<file path="src/rtl/quadra_out.sv">
// Output conditioning for the quadra evaluator: round-half-up, saturate, 2-entry skid FIFO
// and a saturating clip counter.
module quadra_out #(
    parameter int unsigned IN_W  = 24,
    parameter int unsigned OUT_W = 16,
    parameter int unsigned SHIFT = 6,
    parameter int unsigned CNT_W = 16
) (
    input  logic             clk,
    input  logic             rst_n,
    input  logic [IN_W-1:0]  in_y,
    input  logic             in_valid,
    output logic             in_ready,
    output logic [OUT_W-1:0] out_y,
    output logic             out_sat,
    output logic             out_valid,
    input  logic             out_ready,
    input  logic             cnt_clr,
    output logic [CNT_W-1:0] sat_cnt
);

    localparam int unsigned RW = IN_W + 1 - SHIFT;
    localparam logic [IN_W:0] Half = (IN_W + 1)'(1) << (SHIFT - 1);
    localparam logic [OUT_W-1:0] MaxPos = {1'b0, {(OUT_W - 1){1'b1}}};
    localparam logic [OUT_W-1:0] MinNeg = {1'b1, {(OUT_W - 1){1'b0}}};

    logic [IN_W:0]      ext, sum;
    logic [RW-1:0]      r;
    logic [RW-OUT_W:0]  hi;
    logic               sat;
    logic [OUT_W-1:0]   val;

    // Bits above the output sign must all match the sign for the value to fit.
    always_comb begin
        ext = {in_y[IN_W-1], in_y};
        sum = ext + Half;
        r   = sum[IN_W:SHIFT];
        hi  = r[RW-1:OUT_W-1];
        sat = !((&hi) || !(|hi));
        if (sat) begin
            val = r[RW-1] ? MinNeg : MaxPos;
        end else begin
            val = r[OUT_W-1:0];
        end
    end

    logic [OUT_W-1:0] mem_q [2];
    logic [1:0]       sat_mem_q;
    logic             wr_ptr_q, rd_ptr_q;
    logic [1:0]       count_q, count_d;
    logic [CNT_W-1:0] cnt_q, cnt_d;
    logic             push, pop;

    assign in_ready  = (count_q != 2'd2);
    assign out_valid = (count_q != 2'd0);
    assign push      = in_valid && in_ready;
    assign pop       = out_valid && out_ready;
    assign out_y     = out_valid ? mem_q[rd_ptr_q] : '0;
    assign out_sat   = out_valid ? sat_mem_q[rd_ptr_q] : 1'b0;
    assign sat_cnt   = cnt_q;

    always_comb begin
        count_d = count_q;
        case ({push, pop})
            2'b10:   count_d = count_q + 2'd1;
            2'b01:   count_d = count_q - 2'd1;
            default: count_d = count_q;
        endcase
        cnt_d = cnt_q;
        if (cnt_clr) begin
            cnt_d = '0;
        end else if (push && sat && (cnt_q != '1)) begin
            cnt_d = cnt_q + 1'b1;
        end
    end

    always_ff @(posedge clk) begin
        if (!rst_n) begin
            mem_q[0]  <= '0;
            mem_q[1]  <= '0;
            sat_mem_q <= '0;
            wr_ptr_q  <= 1'b0;
            rd_ptr_q  <= 1'b0;
            count_q   <= 2'd0;
            cnt_q     <= '0;
        end else begin
            if (push) begin
                mem_q[wr_ptr_q]     <= val;
                sat_mem_q[wr_ptr_q] <= sat;
                wr_ptr_q            <= ~wr_ptr_q;
            end
            if (pop) begin
                rd_ptr_q <= ~rd_ptr_q;
            end
            count_q <= count_d;
            cnt_q   <= cnt_d;
        end
    end

endmodule
</file>
<file path="config.mk">
export PLATFORM = sky130hd
export DESIGN_NAME = quadra_out
export DESIGN_NICKNAME = d
export VERILOG_FILES = /design/src/rtl/quadra_out.sv
export SDC_FILE = /design/constraint.sdc
export NUM_CORES = 1
export LEC_CHECK = 0
export CORE_ASPECT_RATIO = 0.7
export CORE_UTILIZATION = 50
export CTS_CLUSTER_DIAMETER = 30
export CTS_CLUSTER_SIZE = 20
export DETAILED_ROUTE_END_ITERATION = 12
export MAX_ROUTING_LAYER = met4
export PLACE_DENSITY = 0.88
export SETUP_SLACK_MARGIN = 0.15
export SYNTH_ARGS = -nofsm -noshare
export SYNTH_HDL_FRONTEND = slang
export SYNTH_SLANG_ARGS = --single-unit
</file>
<file path="constraint.sdc">
create_clock -name clk -period 3.5 [get_ports clk]
set_clock_uncertainty 0.05 [all_clocks]
set_input_delay 0.35 -clock clk [delete_from_list [all_inputs] [get_ports clk]]
set_output_delay 0.35 -clock clk [all_outputs]
set_load 0.02 [all_outputs]
</file>
# Word-level counts from Yosys, hierarchy flattened
# Memory sizes are Yosys's and may differ from the RTL's. A register that Yosys moved wholly into a read port is not among the register bits.
# Cells that the tools add are included.
[classes]
addsub = 4
magnitude_cmp = 3
n_eq_ne = 4
n_mux = 19
bitwise = 3
reduce_logical = 14
[op_table]
columns = ["op", "n"]
rows = [
  ["$mux 16", 4],
  ["$add 24x7->25 const B", 1],
  ["$add 16x1->16 const B", 1],
  ["$ne 16x16->1 const B", 1],
  ["$reduce_or 16->1", 1],
  ["$mux 1", 12],
  ["$logic_and 1x1->1", 5],
  ["$lt 1x2->1 const B", 2],
  ["$pmux 2 s2", 1],
  ["$reduce_and 4->1", 1],
  ["$reduce_bool 2->1", 2],
  ["$reduce_or 4->1", 1],
  ["$not 1->1", 3],
  ["$add 2x1->2 const B", 1],
  ["$bwmux 2", 1],
  ["$eq 2x1->1 const B", 1],
  ["$eq 2x2->1 const B", 1],
  ["$logic_not 1->1", 2],
  ["$ne 2x2->1 const B", 1],
  ["$reduce_or 2->1", 1],
  ["$sub 2x1->2 const B", 1],
  ["$demux 1 s1", 1],
  ["$ge 1x1->1 const B", 1],
  ["$logic_or 1x1->1", 1],
]
[word_totals]
regBits = 22
ram_bits = 32
input_bits = 29
out_inout_bits = 35
word_cells = 53
mem_count = 1
[memory_table]
columns = ["name", "words", "width", "read_ports", "rd_ports_with_merged_regs", "write_ports", "line_no", "rtl"]
rows = [
  ["mem_q", 2, 16, 1, 1, 2, "47", "logic [OUT_W-1:0] mem_q [2];"],
]

# Logic depth before layout (Yosys ltp)
# Gate-level depths: netlist (run 1).
[logic_depth]
word_depth = 7
mapped_depth = 9
mapped_depth_nobuf = 7

# Worst setup path after synthesis (run 1)
# Ideal clock, no wire load.
[synth_timing]
kind = "reg-to-reg"
start = "reg count_q[0]"
end = "mem mem_q[0][0] (enable)"
setup_time_ns = 0.414
arrival_ns = 2.163
t_required_ns = 3.036
setup_slack_ns = 0.874
path_stages_with_launch = 5
path_buffers = 0
synth_period_minus_slack_ns = 2.626
cell_sequence = "dfxtp_1 nand2b_1 and2_1 inv_1 o21ai_0"
[synth_rtl]
columns = ["item", "line_no", "rtl"]
rows = [
  ["start, declared", "50", "logic [1:0] count_q, count_d;"],
  ["start signal, assigned", "95", "count_q <= count_d;"],
  ["end, declared", "47", ""],
]

# Worst setup path in the final report (run 1)
[layout_timing]
start = "in in_y[6]"
end = "reg cnt_q[10], in the netlist sat_cnt[10]"
[layout_between]
elab_chain_cells = 7
elab_cells_between_ends = 8
classes_between = "1 x add/sub; 7 x reduce/logical"
[layout_lines]
columns = ["item", "line_no", "rtl"]
rows = [
  ["start, declared", "11", "input logic [IN_W-1:0] in_y,"],
  ["$add 24x7->25 (*)", "36", "sum = ext + Half;"],
  ["$reduce_or 4->1", "39", "sat = !((&hi) || !(|hi));"],
  ["$logic_not 1->1", "39", ""],
  ["$logic_or 1x1->1 (*)", "39", ""],
  ["$logic_not 1->1 (*)", "39", ""],
  ["$logic_and 1x1->1 (*) (2 in a row)", "72", "end else if (push && sat && (cnt_q != '1)) begin"],
  ["end signal, assigned", "96", "cnt_q <= cnt_d;"],
  ["end, declared", "51", "logic [CNT_W-1:0] cnt_q, cnt_d;"],
]
# Mark *: on every way between the ends. The rest lies on a longest branch, timed or not.
# A chain may end at the register's enable or synchronous reset.

==> impl_metrics.tcl, run 1 <==
set metrics [dict create \
    status "finished, final reports clean" \
    final_layout_size_suffix_gt1_frac 0.06069 \
    ir_drop_mv 0.2296 \
    gp_congestion 0.8755 \
    via_per_inst 5.751 \
    ys_seq_area_frac 0.4644 \
    grt_usage 0.2372 \
    synth_area_um2 3060 \
    yosysTopAreaCell "edfxtp_1" \
    cp.required_ns 3.68 \
    slew_headroom 0.4629 \
    cp-end-kind "flop" \
    finalSetupViolations 0 \
    leakage_nw 1.287 \
    crit_buf_inv 2 \
    post_cts_resized 0 \
    synth_warnings 0 \
    routedWlPerCell_um 15.67 \
    nFillCells 463 \
    fp.dieH_um 67.46 \
    clk_path_buf_depth 2 \
    nNetsFinal 410 \
    worst_slew_pin_slew_ns 0.8032 \
    ys.flop_type "edfxtp_1" \
    synth_cell_type_count 45 \
    max_freq_ghz 0.3378 \
    cts_root_buf "clkbuf_8" \
    syn-instance-count 319 \
    fin_crit_sh 0.8458 \
    rr_startpoint "sat_cnt[0]$_SDFFE_PP0P_" \
    antenna_cells 0 \
    power_density_nw_per_um2 499.0 \
    rows 23 \
    dr.pass1.iters 5 \
    synthDominantCellAreaShare 0.3140 \
    worstSetupPathType "in -> reg" \
    antenna_found_initial 0 \
    path_max_fanout 17 \
    clock-sinks 55 \
    cts_buffers 5 \
    layout_commonest_cell "clkdlybuf4s50_1" \
    slowest_delay_ns 0.54 \
    die_x_um 95.51 \
    grt_overflow 0 \
    path_delay_family "simple AND/OR/NAND/NOR gates" \
    cts_tree "built" \
    dp_hpwl_mm 5.122 \
    drv_slew 0 \
    hold_buffers 0 \
    post-place-cells 446 \
    io_pins 64 \
    die_area_um2 6443 \
    cp-startpoint "in_y[6]" \
    async_reset_ff_frac 0 \
    drcViolationCount 0 \
    cts_setup_buffers 0 \
    ys_seq_elements 55 \
    start_util 0.5265 \
    fp.coreArea_um2 5813 \
    cp_data_arrival_time_ns 3.14 \
    portBuffers 58 \
    finalPower_mw 1.917 \
    utilization 0.6608 \
    grt_pass1_vias 2316 \
    finalSetupTns_ns 0 \
    route.antenna.remaining_nets 0 \
    hold_path.class "reg -> reg" \
    synth_enable_flop_cells 32 \
    cts_max_level 2 \
    path_clk_slew_ns 0.10 \
    mostFrequentLayoutCells "clkdlybuf4s50_1 (58), nor2_1 (47), edfxtp_1 (32)" \
    final_cell_count_no_fill 454 \
    clk_latency_ns 0.31 \
    fin_crit_ns 2.960 \
    cap_violations 0 \
    initialDrtViolationCount 214 \
    grt_max_degree 20 \
    worstPathCellList "clkdlybuf4s50_1, ha_1, and3_1, o21ai_1, o2111ai_2, nand4_2, buf_12, nor4_1, mux2i_1" \
    hold_start "sat_mem_q[1]$_SDFFE_PN0P_" \
    finalHoldViolations 0 \
    netlist_top_cells_area "edfxtp_1 (31%), dfxtp_1 (15%), mux2i_1 (9.2%)" \
    synth_nets 351 \
    grt_pass1_wl_mm 11.31 \
    num_vias 2611 \
    critPathSlowestCell "clkdlybuf4s50_1" \
    dpl_cell_area_um2 3749 \
    avgSynthCellArea_um2 9.594 \
    wl_mm 7.115 \
    startpoint_type "primary input" \
    design_area_um2 3841 \
    syn_to_final_growth_pct 25.51 \
    grt_setup_unrepaired "no" \
]
routing by layer:
metal / GRT usage / part of all wire
met5: - / 0
met4: 0.06343 / 0.0063
met3: 0.03266 / 0.060
met2: 0.3705 / 0.48
met1: 0.3265 / 0.46
worst reg2reg max path, cell delays in order (launching register included):
cell,delay (ns)
dfxtp_1,0.43
ha_1,0.25
nand2_1,0.07
nor4_1,0.61
nand3_1,0.27
nand2_1,0.37
or4_1,0.18
a21oi_1,0.07
worst paths after layout:
kind | endpoint | slack (ns) | depth (start not counted)
worst max-delay path | sat_cnt[10]$_SDFFE_PP0P_ | 0.54 | 9
worst min-delay path | sat_mem_q[1]$_SDFFE_PN0P_ | 0.42 | 2
worst max register to register | sat_cnt[3]$_SDFFE_PP0P_ | 1.06 | 7
worst min register to register | sat_mem_q[1]$_SDFFE_PN0P_ | 0.42 | 2
kinds of logic (layout without fill, tap and decap cells):
logic type	Yosys count	in the layout	synth area share
fa+ha+maj	3	3	0.01227
flops	55	55	0.4644
xor+xnor	15	15	0.04293
simple gates	151	151	0.2588
buf+inv	21	81	0.03843
compound gates	46	46	0.09158
mux	28	28	0.09158
registers in the layout (all words and copies together), names as in the netlist, named ones only:
name / flops
count_q: 2
mem_q: 32
rd_ptr_q: 1
sat_cnt: 16
sat_mem_q: 2
wr_ptr_q: 1
cell type report:
type	count	area [µm²]	share of cell area
sequential	55	1421	0.3700
tap	75	93.84	0.02443
inverter	5	18.77	0.004886
clock buffer	5	68.82	0.01792
timing repair buffer	68	693.2	0.1805
clock inverter	3	23.77	0.006189
multi-input combinational	243	1521	0.3961
Yosys cell counts, types with 8 or more instances:
cell and n:
nand2_1 17, nor3_1 12, mux2i_1 28, a21oi_1 15, dfxtp_1 23, o21ai_1 12
edfxtp_1 32, clkbuf_1 9, nand3_1 21, xnor2_1 12, and3_1 8, and2_1 9
nor2_1 47, or3_1 12
where the power goes:
part           internal, mW  switching [mW]
Combinational         0.317           0.389
Clock                 0.144           0.215
Sequential            0.791          0.0608
metrics by stage:
step	setup WS, ns	hold slack [ns]
after floorplan	0.8735	0.3880
after global placement	0.3643	0.3994
after detailed placement	0.2034	0.4100
after CTS	0.5112	0.4245
after global routing	0.3182	0.4541
final	0.5396	0.4230
Note: power is estimated with default switching activity, not from simulation.
==> inputs of run 2 (changes only) <==
- clock period: 3.5 -> 2.75 ns (I/O delays scaled with it)
==> run 2 against run 1 <==
Clock-buffer cell count unchanged. Critical path depth did not move. Hold slack better by 0.0044 ns. Design area increased by 2.0%. Flip-flop and latch count unchanged. Via count up 1.2%. Non-clock buffer count grew 13. Highest routed layer unchanged.
==> impl_metrics.tcl, run 2 (synthesis results as in run 1) <==
set metrics [dict create \
    status "finished, final reports clean" \
    cts_root_buf "clkbuf_8" \
    nNetsFinal 423 \
    grt_overflow 0 \
    ir_drop_mv 0.2677 \
    cts_setup_buffers 0 \
    leakage_nw 1.347 \
    final_layout_size_suffix_gt1_frac 0.09439 \
    cp-startpoint "in_y[6]" \
    rr_startpoint "sat_cnt[0]$_SDFFE_PP0P_" \
    finalHoldViolations 0 \
    fin_crit_ns 2.455 \
    cts_buffers 5 \
    gp_congestion 0.9506 \
    slew_headroom 0.5448 \
    multi_input_area_um2 1524 \
    die_x_um 95.51 \
    cp.required_ns 2.94 \
    largest_reg_flops 32 \
    regArea_um2 1421 \
    antenna_cells 0 \
    path_clk_slew_ns 0.11 \
    routedWlPerCell_um 14.91 \
    clk_path_buf_depth 2 \
    cts_tree "built" \
    cp-end-kind "flop" \
    grt_pass1_vias 2374 \
    hold_slack_ns 0.4274 \
    worstPathCellList "clkdlybuf4s50_1, ha_1, and3_1, o21ai_1, o2111ai_2, nand4_2, buf_4, or4_1, a21oi_1" \
    cp_data_arrival_time_ns 2.65 \
    path_max_fanout 31 \
    nFillCells 445 \
    final_cell_count_no_fill 467 \
    rows 23 \
    dr.pass1.iters 5 \
    wl_mm 6.961 \
    critPathSlowestCell "or4_1" \
    startpoint_type "primary input" \
    mostFrequentLayoutCells "clkdlybuf4s50_1 (58), nor2_1 (46), edfxtp_1 (32)" \
    num_vias 2643 \
    hold_start "sat_mem_q[1]$_SDFFE_PN0P_" \
    fp.coreArea_um2 5813 \
    crit_buf_inv 2 \
    grt_pass1_wl_mm 11.21 \
    grt_max_degree 32 \
    syn_to_final_growth_pct 28.01 \
    slowest_delay_ns 0.54 \
    post-place-cells 459 \
    path_delay_family "simple AND/OR/NAND/NOR gates" \
    route.antenna.remaining_nets 0 \
    io_pins 64 \
    worst_slew_pin_slew_ns 0.6783 \
    drv_slew 0 \
    start_util 0.5265 \
    post_cts_resized 0 \
    layout_commonest_cell "clkdlybuf4s50_1" \
    grt_setup_unrepaired "no" \
    hold_buffers 0 \
    hold_path.class "reg -> reg" \
    via_per_inst 5.660 \
    worstSetupPathType "in -> reg" \
    initialDrtViolationCount 181 \
    power_density_nw_per_um2 627.2 \
    cts_max_level 2 \
    cap_violations 0 \
    regMostFlops "mem_q" \
    finalSetupViolations 0 \
    clock-sinks 55 \
    portBuffers 58 \
    clk_latency_ns 0.32 \
    antenna_found_initial 0 \
    max_freq_ghz 0.4074 \
    grt_usage 0.2378 \
    finalSetupTns_ns 0 \
    die_area_um2 6443 \
    utilization 0.6739 \
    dp_hpwl_mm 5.110 \
    fp.dieH_um 67.46 \
    fin_crit_sh 0.8926 \
    drcViolationCount 0 \
]
-- run 2: changes by cell type in the layout (fill, tap and decap cells not counted), sizes merged --
cell | before | now
buf | 10 | 23
clkinvlp | 2 | 1
inv | 6 | 7
-- run 2: layout make-up --
| cell class | count | share of cell area |
|---|---|---|
| Multi-Input combinational cell | 243 | 0.3890 |
| Sequential cell | 55 | 0.3628 |
| Timing Repair Buffer | 81 | 0.1955 |
| Tap cell | 75 | 0.02395 |
| Clock buffer | 5 | 0.01757 |
| Clock inverter | 3 | 0.006388 |
| Inverter | 5 | 0.004791 |
-- run 2: per-layer routing --
layer  track usage  vias to the layer above  part of all wire
li1              -                     1313                 -
met1        0.3329                     1240              0.47
met2        0.3607                       83              0.46
met3       0.03378                        7             0.063
met4       0.07090                        0            0.0088
met5             -                        -                 0
-- run 2: final timing paths --
path	end	slack [ns]	cells past startpoint
setup / recovery	sat_cnt[6]$_SDFFE_PP0P_	0.30	9
hold / removal	sat_mem_q[1]$_SDFFE_PN0P_	0.43	2
setup reg to reg	sat_cnt[13]$_SDFFE_PP0P_	0.44	8
hold reg to reg	sat_mem_q[1]$_SDFFE_PN0P_	0.43	2
-- run 2: where the power goes --
part / internal (mW) / leakage, nW / switching (mW)
Clock: 0.186 / 0.0452 / 0.290
Combinational: 0.416 / 0.775 / 0.480
Sequential: 1.01 / 0.527 / 0.0786
Total: 1.61 / 1.35 / 0.849
-- run 2: through the flow --
| stage | cell area (µm²) | power, mW | worst slack [ns] |
|---|---|---|---|
| floorplan | 3060 | 1.631 | 0.5229 |
| global placement | 3821 | 1.982 | 0.06050 |
| detailed placement | 3821 | 2.006 | -0.03071 |
| CTS | 3915 | 2.470 | 0.2862 |
| global route | 3918 | 2.585 | 0.1590 |
| finish | 3918 | 2.457 | 0.2953 |
-- run 2: worst reg2reg max path, delay by kind of cell (launching register included) --
kind	cells	cell delay (ns)
DFF	1	0.36
adders and majority gates	1	0.26
AOI/OAI and AO/OA	2	0.75
buffers and inverters	1	0.15
and+or+nand+nor	4	0.68
==> inputs of run 3 (changes only) <==
- ABC_AREA: unset -> 1
- PLACE_DENSITY: 0.88 -> 0.87
==> run 3 against run 2 <==
Non-clock buffer count down 14. Design area is 5.7% higher. Largest power group unchanged. Die area grew 9.7%. Clock-buffer cell count stayed put. Sequential power fell by 9%. Largest cell class unchanged. Core utilization is 2.3 points lower.
==> impl_metrics.tcl, run 3 <==
set metrics [dict create \
    finalSetupTns_ns 0 \
    finalHoldViolations 0 \
    ys_seq_area_frac 0.4225 \
    grt_overflow 0 \
    ys.flop_type "edfxtp_1" \
    via_per_inst 5.114 \
    ys_seq_elements 55 \
    slew_headroom 0.4926 \
    cp-end-kind "flop" \
    path_clk_slew_ns 0.11 \
    cts_root_buf "clkbuf_8" \
    antenna_found_initial 0 \
    ff2ff_path_depth 10 \
    synth_warnings 0 \
    rows 24 \
    syn-instance-count 444 \
    leakage_nw 1.645 \
    worstSetupPathType "in -> reg" \
    synth_area_um2 3364 \
    dp_slack_ns 0.04596 \
    ff2ff_setup_slack_ns 0.65 \
    synth_nets 476 \
    ir_drop_mv 0.2695 \
    syn_to_final_growth_pct 23.13 \
    grt_pass1_vias 2871 \
    synth_enable_flop_cells 32 \
    cts_setup_buffers 0 \
    cap_violations 0 \
    grt_max_degree 21 \
    portBuffers 58 \
    start_util 0.5285 \
    antenna_cells 0 \
    utilization 0.6507 \
    initialDrtViolationCount 164 \
    hold_path.class "reg -> reg" \
    drv_slew 0 \
    drcViolationCount 0 \
    clock-sinks 55 \
    mostFrequentLayoutCells "nor2_1 (102), nand2_1 (101), clkdlybuf4s50_1 (58)" \
    hold_buffers 0 \
    die_area_um2 7066 \
    dr.pass1.iters 5 \
    finalSetupViolations 0 \
    cts_max_level 2 \
    gp_congestion 0.8797 \
    die_x_um 100.0 \
    avgSynthCellArea_um2 7.578 \
    min_to "sat_mem_q[0]$_SDFFE_PN0P_" \
    fin_crit_ns 2.362 \
    routedWlPerCell_um 12.86 \
    clk_latency_ns 0.33 \
    yosys-top-cells-count "nor2_1 (103), nand2_1 (101), inv_1 (42)" \
    route.antenna.remaining_nets 0 \
    grt_pass1_wl_mm 13.39 \
    cp.required_ns 2.80 \
    layout_commonest_cell "nor2_1" \
    hold_start "sat_mem_q[0]$_SDFFE_PN0P_" \
    synth_most_common_cell "nor2_1" \
    fin_crit_sh 0.8590 \
    finalPower_mw 2.179 \
    async_reset_ff_frac 0 \
    cts_tree "built" \
    status "finished, final reports clean" \
    hold_path_depth 2 \
    io_pins 64 \
    startpoint_type "primary input" \
    grt_usage 0.2450 \
    max_freq_ghz 0.4233 \
    synth_cell_type_count 35 \
    num_vias 3053 \
    largest_reg_flops 32 \
    nFillCells 579 \
    regMostFlops "mem_q" \
    wl_mm 7.677 \
    yosysTopAreaCell "edfxtp_1" \
    nNetsFinal 537 \
    cp_data_arrival_time_ns 2.41 \
    fp.dieH_um 70.63 \
    worst_slew_pin_slew_ns 0.7593 \
    cts_buffers 5 \
    fp.coreArea_um2 6366 \
    clk_path_buf_depth 2 \
    rr_startpoint "sat_cnt[0]$_SDFFE_PP0P_" \
    final_layout_size_suffix_gt1_frac 0.1126 \
    netlist_top_cells_area "edfxtp_1 (29%), dfxtp_1 (14%), nor2_1 (11%)" \
    synthDominantCellAreaShare 0.2856 \
    fin_ws_ns 0.3879 \
    path_max_fanout 15 \
    dp_hpwl_mm 5.646 \
    grt_setup_unrepaired "no" \
    power_density_nw_per_um2 526.0 \
    reg2reg_to "sat_cnt[15]$_SDFFE_PP0P_" \
]
[run 3: changes by cell type in the layout (fill, tap and decap cells not counted), sizes merged, moves of 12 or more]
cell   previous run  this run
a21oi            15        38
buf              23         9
inv               7        47
mux2i            28         0
nand2            17       110
nor2             47       111
or3              12         0
[run 3: timing repair]
| item | 4_1_cts | 5_1_grt |
|---|---|---|
| gates cloned | 0 | 0 |
| endpoints found under the setup margin | 6 | 2 |
| gates resized for setup | 1 | 2 |
[run 3: worst max-delay path: stages]
cell	delay (ns)
clkdlybuf4s50_1	0.50
ha_1	0.17
nand2_1	0.11
nor2_4	0.15
nand3_1	0.17
o21ai_2	0.19
nand2_1	0.09
nor2_2	0.15
nand2_4	0.10
nand2_8	0.12
nor2_8	0.08
a21oi_1	0.21
nor2_1	0.07
[run 3: layer usage]
metal  track usage  vias to the layer above  wire [µm]
met5             -                        -          0
met4       0.06602                        0         77
met3       0.04545                        8        405
met2        0.4008                       96       3670
met1        0.3142                     1401       3523
li1              -                     1548          -
[run 3: worst max-delay path by stage]
stage                                 endpoint  slack [ns]  cells past startpoint                    start
floorplan            mem_q[0][0]$_SDFFCE_PN0P_        0.76                      7  count_q[0]$_SDFFE_PN0P_
global placement     mem_q[1][7]$_SDFFCE_PN0P_        0.11                     13                  in_y[5]
detailed placement  mem_q[0][11]$_SDFFCE_PN0P_        0.05                     13                  in_y[5]
CTS                                    out_sat        0.26                      5  count_q[1]$_SDFFE_PN0P_
global route        mem_q[0][11]$_SDFFCE_PN0P_        0.20                     13                  in_y[6]
finish              mem_q[0][11]$_SDFFCE_PN0P_        0.39                     13                  in_y[5]
[run 3: cell type report]
| cell class | instances | area (µm²) | share of cell area |
|---|---|---|---|
| Timing Repair Buffer | 67 | 660.6 | 0.1595 |
| Tap cell | 91 | 113.9 | 0.02748 |
| Inverter | 46 | 175.2 | 0.04228 |
| Clock inverter | 3 | 33.78 | 0.008155 |
| Clock buffer | 5 | 68.82 | 0.01661 |
| Multi-Input combinational cell | 330 | 1669 | 0.4029 |
| Sequential cell | 55 | 1421 | 0.3431 |
[run 3: per-stage QoR]
step	cells	hold slack, ns	cell area [µm²]
final	597	0.4568	4143
after global routing	597	0.4738	4143
after CTS	597	0.4463	4133
after detailed placement	589	0.4215	4028
after floorplan	444	0.3976	3364
after global placement	589	0.4161	4028
[run 3: where the power goes]
group | internal, mW | leakage, nW | total, mW | switching [mW]
combinational | 0.268 | 1.07 | 0.691 | 0.423
clock | 0.194 | 0.0519 | 0.507 | 0.313
sequential | 0.945 | 0.522 | 0.981 | 0.0364
total | 1.41 | 1.64 | 2.18 | 0.772
[run 3: cell families (layout without fill, tap and decap cells)]
| group | count (synthesis) | count (layout) | share of synthesized area |
|---|---|---|---|
| simple gates | 267 | 267 | 0.3611 |
| fa+ha+maj | 3 | 3 | 0.01116 |
| compound gates | 46 | 46 | 0.08368 |
| flops | 55 | 55 | 0.4225 |
| buf+inv | 59 | 121 | 0.08516 |
| xor+xnor | 14 | 14 | 0.03645 |
